### src/rtl/ram_arbiter.sv
// Single-port byte RAM shared by N requesters through a req/gnt handshake.
// Supports fixed or round-robin priority, locked bursts and one-cycle read strobes.
module ram_arbiter #(
  parameter int D  = 8,
  parameter int N  = 2,
  parameter int RR = 0
) (
  input  logic           clk,
  input  logic           rst,
  input  logic [N-1:0]   req,
  input  logic [N-1:0]   write,
  input  logic [N*D-1:0] addr,
  input  logic [N*8-1:0] d_in,
  input  logic [N-1:0]   lock,
  output logic [N-1:0]   gnt,
  output logic [N-1:0]   rd_valid,
  output logic [7:0]     d_out
);

  localparam int IW = (N > 1) ? $clog2(N) : 1;

  logic [7:0]    mem [0:(1<<D)-1];
  logic          own_vld;
  logic [IW-1:0] own_idx;
  logic [IW-1:0] ptr;

  logic          own_hit_p0;
  logic [IW-1:0] sel_p0;
  logic          acc_p0;
  logic          wr_p0;
  logic [D-1:0]  addr_p0;
  logic [7:0]    din_p0;

  function automatic logic [IW-1:0] pick_fixed(input logic [N-1:0] r);
    pick_fixed = '0;
    for (int k = N - 1; k >= 0; k--)
      if (r[k]) pick_fixed = IW'(k);
  endfunction

  // Requesters above ptr are served first, then the wrap-around part up to ptr.
  function automatic logic [IW-1:0] pick_rr(input logic [N-1:0] r, input logic [IW-1:0] p);
    logic found;
    found   = 1'b0;
    pick_rr = '0;
    for (int k = 0; k < N; k++)
      if (!found && r[k] && (IW'(k) > p)) begin
        pick_rr = IW'(k);
        found   = 1'b1;
      end
    for (int k = 0; k < N; k++)
      if (!found && r[k] && (IW'(k) <= p)) begin
        pick_rr = IW'(k);
        found   = 1'b1;
      end
  endfunction

  // Stage p0: grant selection and access decode
  always_comb begin
    own_hit_p0 = own_vld && lock[own_idx] && req[own_idx];
    if (own_hit_p0)
      sel_p0 = own_idx;
    else if (RR != 0)
      sel_p0 = pick_rr(req, ptr);
    else
      sel_p0 = pick_fixed(req);
    gnt = '0;
    for (int i = 0; i < N; i++)
      gnt[i] = rst && (|req) && (sel_p0 == IW'(i));
    acc_p0  = |gnt;
    wr_p0   = write[sel_p0];
    addr_p0 = addr[sel_p0*D +: D];
    din_p0  = d_in[sel_p0*8 +: 8];
  end

  always_ff @(posedge clk) begin
    if (acc_p0 && wr_p0)
      mem[addr_p0] <= din_p0;
  end

  // Stage p1: ownership, pointer and read return
  always_ff @(posedge clk or negedge rst) begin
    if (!rst) begin
      own_vld  <= 1'b0;
      own_idx  <= '0;
      ptr      <= IW'(N - 1);
      rd_valid <= '0;
      d_out    <= '0;
    end else begin
      rd_valid <= '0;
      if (acc_p0) begin
        own_vld <= 1'b1;
        own_idx <= sel_p0;
        if (RR != 0)
          ptr <= sel_p0;
        if (!wr_p0) begin
          rd_valid <= gnt;
          d_out    <= mem[addr_p0];
        end
      end else begin
        own_vld <= 1'b0;
      end
    end
  end

endmodule

### config.mk
export PLATFORM = sky130hd
export DESIGN_NAME = ram_arbiter
export DESIGN_NICKNAME = d
export VERILOG_FILES = /design/src/rtl/ram_arbiter.sv
export SDC_FILE = /design/constraint.sdc
export NUM_CORES = 2
export LEC_CHECK = 0
export ABC_AREA = 1
export BUFFER_PORTS_ARGS = -buffer_cell sky130_fd_sc_hd__buf_4
export CAP_MARGIN = 5
export CORE_ASPECT_RATIO = 1.2
export CORE_MARGIN = 10
export CORE_UTILIZATION = 31
export DETAILED_ROUTE_END_ITERATION = 8
export PLACE_DENSITY = 0.46
export RECOVER_POWER = 100
export SETUP_SLACK_MARGIN = 0.2
export SLEW_MARGIN = 0
export SYNTH_ARGS = -nofsm -noshare
export SYNTH_HDL_FRONTEND = slang
export SYNTH_SLANG_ARGS = --single-unit
### constraint.sdc
create_clock -name clk -period 5.25 [get_ports clk]
set_input_delay 0.7875 -clock clk [delete_from_list [all_inputs] [get_ports clk]]
set_output_delay 0.7875 -clock clk [all_outputs]
set_load 0.1 [all_outputs]
==> impl_results.md <==
- Measured slew at the worst slew-check pin: 3.26 ns
- Average cell area after synthesis: 10.5 sq um
- Clock latency at the later pin of the worst-skew pair: 0.87 ns
- Standard cell area after detailed placement: 92500 sq um
- Nature of the critical path endpoint: flip-flop
- Total detailed-routing wirelength: 270000 um
- Sequential share of the synthesized area: 0.719
- Cell with the most instances on the worst path: sky130_fd_sc_hd__clkbuf_1
- Warnings, synthesis: 0
- Most frequent standard cell in the layout excluding fill and tap cells: sky130_fd_sc_hd__nand2_1
- Number of distinct library cells after synthesis: 21
- Count of final max-slew check failures: 724
- Switching power as a share of total power: 0.256
- Hold Buf Count CTS: 1
- Total global-route track usage: 0.176
- Hold crit path type: input port to flip-flop
- Required time worst endpoint: 5.73 ns
- Placeable Area: 276000 sq um
- Area of the mapped netlist: 86000 sq um
- Maximum number of pins on one net before global-route repair: 164
- Net total in the final layout: 8474
- Library cell contributing the largest single delay on the critical path: sky130_fd_sc_hd__clkbuf_1
- Setup Total Neg Slack: 0 ns
- CTS H-Tree Depth: 4
- Leakage power figure: 38.0 nW
- Wire length per cell: 22.1 um
- Normalized max-slew margin: -1.18
- Worst path max stage delay: 0.88 ns
- Vias in the first global route: 56200
- Placed wire-length estimate: 160000 um
- Via density per instance: 4.68
- Vias after detailed routing: 57200
- # clock sinks: 2060
- Syn_nets: 8257
- Overall die area: 299000 sq um
- Share of total power in sequential cells: 0.503
- P_int: 27.2 mW
- Area growth from synthesis to final layout: 14.0%
- Fraction of final layout cells with drive strength greater than 1: 0.0665
- Seq cells post-synth: 2060
- Post-route cell area: 98100 sq um
- TritonCTS clock tree: built
- Cell-by-cell trace of the critical path: dlygate4sd3_1, clkbuf_1, o21ai_0, nor2_2, buf_4, nand2_1, clkbuf_1, nor2_1, clkbuf_1
- Instance count of the mapped netlist: 8217
- Count of unresolved DRC violations after routing: 0
- Critical path data arrival time: 5.17 ns
- Crit path time final: 4.69 ns
- Worst setup path class: input port to flip-flop
- Proportion of power drawn by combinational gates: 0.102
- Resized cells post-CTS: 0
- Number of primary I/O pins: 52
- Post-CTS Setup Repair Bufs: 0
- Clock Tree Root: sky130_fd_sc_hd__clkbuf_16
- Highest net fanout along the worst path: 14
- Highest attainable clock frequency: 0.213 GHz
- Weighted congestion at the end of routability-driven global placement: 0.864
- Starting density of the core: 0.312
- Final-report setup violation count: 0
- Share of the clock period used by the worst path: 0.893
- Reg clk slew, reported paths: 0.06 ns
- Portion of total power attributed to the clock network: 0.395
- Number of antenna violations at the first check in global routing: 6
- Row Count: 211
- Max cap viols: 9
- Initial drt markers: 4412
- Most used cells in the layout excluding fill and tap cells: sky130_fd_sc_hd__nand2_1, sky130_fd_sc_hd__edfxtp_1, sky130_fd_sc_hd__nor2_1
- Violated checks: capacitance limit, slew limit
- Global-route wire length before repair: 393000 um
- Remaining global-route overflow: 0
- Die extent in x: 501 um
- Fill count: 27700
- Nature of the critical path startpoint: input port
- Post-DRT Antenna Nets: 0
- Setup repair after global routing missed its margin: false
- Number of buffers inserted by port buffering: 50
- Buffers from clock root to sink, at most: 4
- Pre-Repair DR Iteration Count: 6
- Pwr Density: 372 nW/um^2
- Fin Clk Skew: 0.0562 ns
- Total Power: 36.5 mW
- Maximum ir drop on the vdd rail: 298 uV
- CTS Buf Count: 212
- Final hold violation count: 0
- Die height: 597 um
- Outcome: finished with violations
- Sw Pwr: 9.33 mW
synthesized netlist by cell type (all sizes together):
| cell type | n | area, sq um |
|---|---|---|
| a21oi | 12 | 60.1 |
| buf | 363 | 1830 |
| clkbuf | 70 | 263 |
| dfrtp | 12 | 300 |
| edfxtp | 2048 | 61500 |
| inv | 60 | 228 |
| mux2i | 1 | 10.0 |
| nand2 | 4623 | 17400 |
| nand3 | 386 | 1930 |
| nor2 | 599 | 2270 |
| nor3 | 1 | 5.00 |
| o21ai | 30 | 154 |
| or2 | 12 | 75.1 |
path summary, 6_finish.rpt:
kind | cells past startpoint | to | start | slack (ns)
min | 2 | rd_valid[1] | write[1] | 0.09
min in group asynchronous | 2 | d_out[1] | rst | 0.70
max reg2reg | 7 | mem[86][5] | own_vld | 0.66
max in group asynchronous | 2 | own_vld | rst | 3.83
max | 9 | mem[36][2] | rst | 0.56
min reg2reg | 2 | own_idx | own_idx | 0.50
state kept, by name, indices dropped and copies added, names as in the netlist:
register and cells:
own_idx 1, mem 2048, own_vld 1, rd_valid 2, d_out 8
final cells by class:
type,count,area [sq um],share of cell area
Timing Repair Buffer,436,3090,0.0316
Clock inverter,110,851,0.00868
Multi-Input combinational cell,5664,22000,0.224
Tap cell,3621,4530,0.0462
Antenna cell,2,5.00,0.0000510
Inverter,60,238,0.00242
Clock buffer,270,5560,0.0567
Sequential cell,2060,61800,0.630
layer usage:
layer	vias to the layer above	share of wire	track usage
met1	28100	0.42	0.222
met3	412	0.042	0.0206
met2	1241	0.50	0.309
met4	0	0.040	0.0641
li1	27400	-	-
met5	-	0	0
logic make-up (layout without fill, tap and decap cells):
family | count (synthesis) | in the layout | share of synthesized area
multiplexers | 1 | 1 | 0.000116
AND/OR/NAND/NOR | 5621 | 5621 | 0.252
AO/OA/AOI/OAI | 42 | 42 | 0.00249
flip-flops | 2060 | 2060 | 0.719
other | 0 | 2 | 0
buffers and inverters | 493 | 876 | 0.0270
power by group through the flow:
stage / Clock, mW / Sequential (mW) / Combinational, mW
after global routing: 15.3 / 18.4 / 4.09
after detailed placement: 0 / 18.7 / 3.84
after CTS: 14.7 / 18.3 / 3.85
after floorplan: 0 / 18.8 / 2.00
after global placement: 0 / 18.7 / 3.83
final: 14.4 / 18.4 / 3.74
critical path, delay by kind of cell:
kind                   cells  cell delay, ns
buffers and inverters      5            2.73
AND/OR/NAND/NOR            3            1.04
AO/OA/AOI/OAI              1            0.57
metrics by stage:
stage	worst slack, ns	hold WS [ns]	cells	utilization
2_1_floorplan	1.37	0.450	8217	-
3_3_place_gp	0.450	0.488	11800	0.336
3_5_place_dp	0.466	0.487	11800	0.336
4_1_cts	0.966	0.0213	12200	0.359
5_1_grt	0.420	0.0547	12200	0.356
6_report	0.562	0.0889	12200	0.356
No activity file was read; power rests on OpenSTA's default activity.
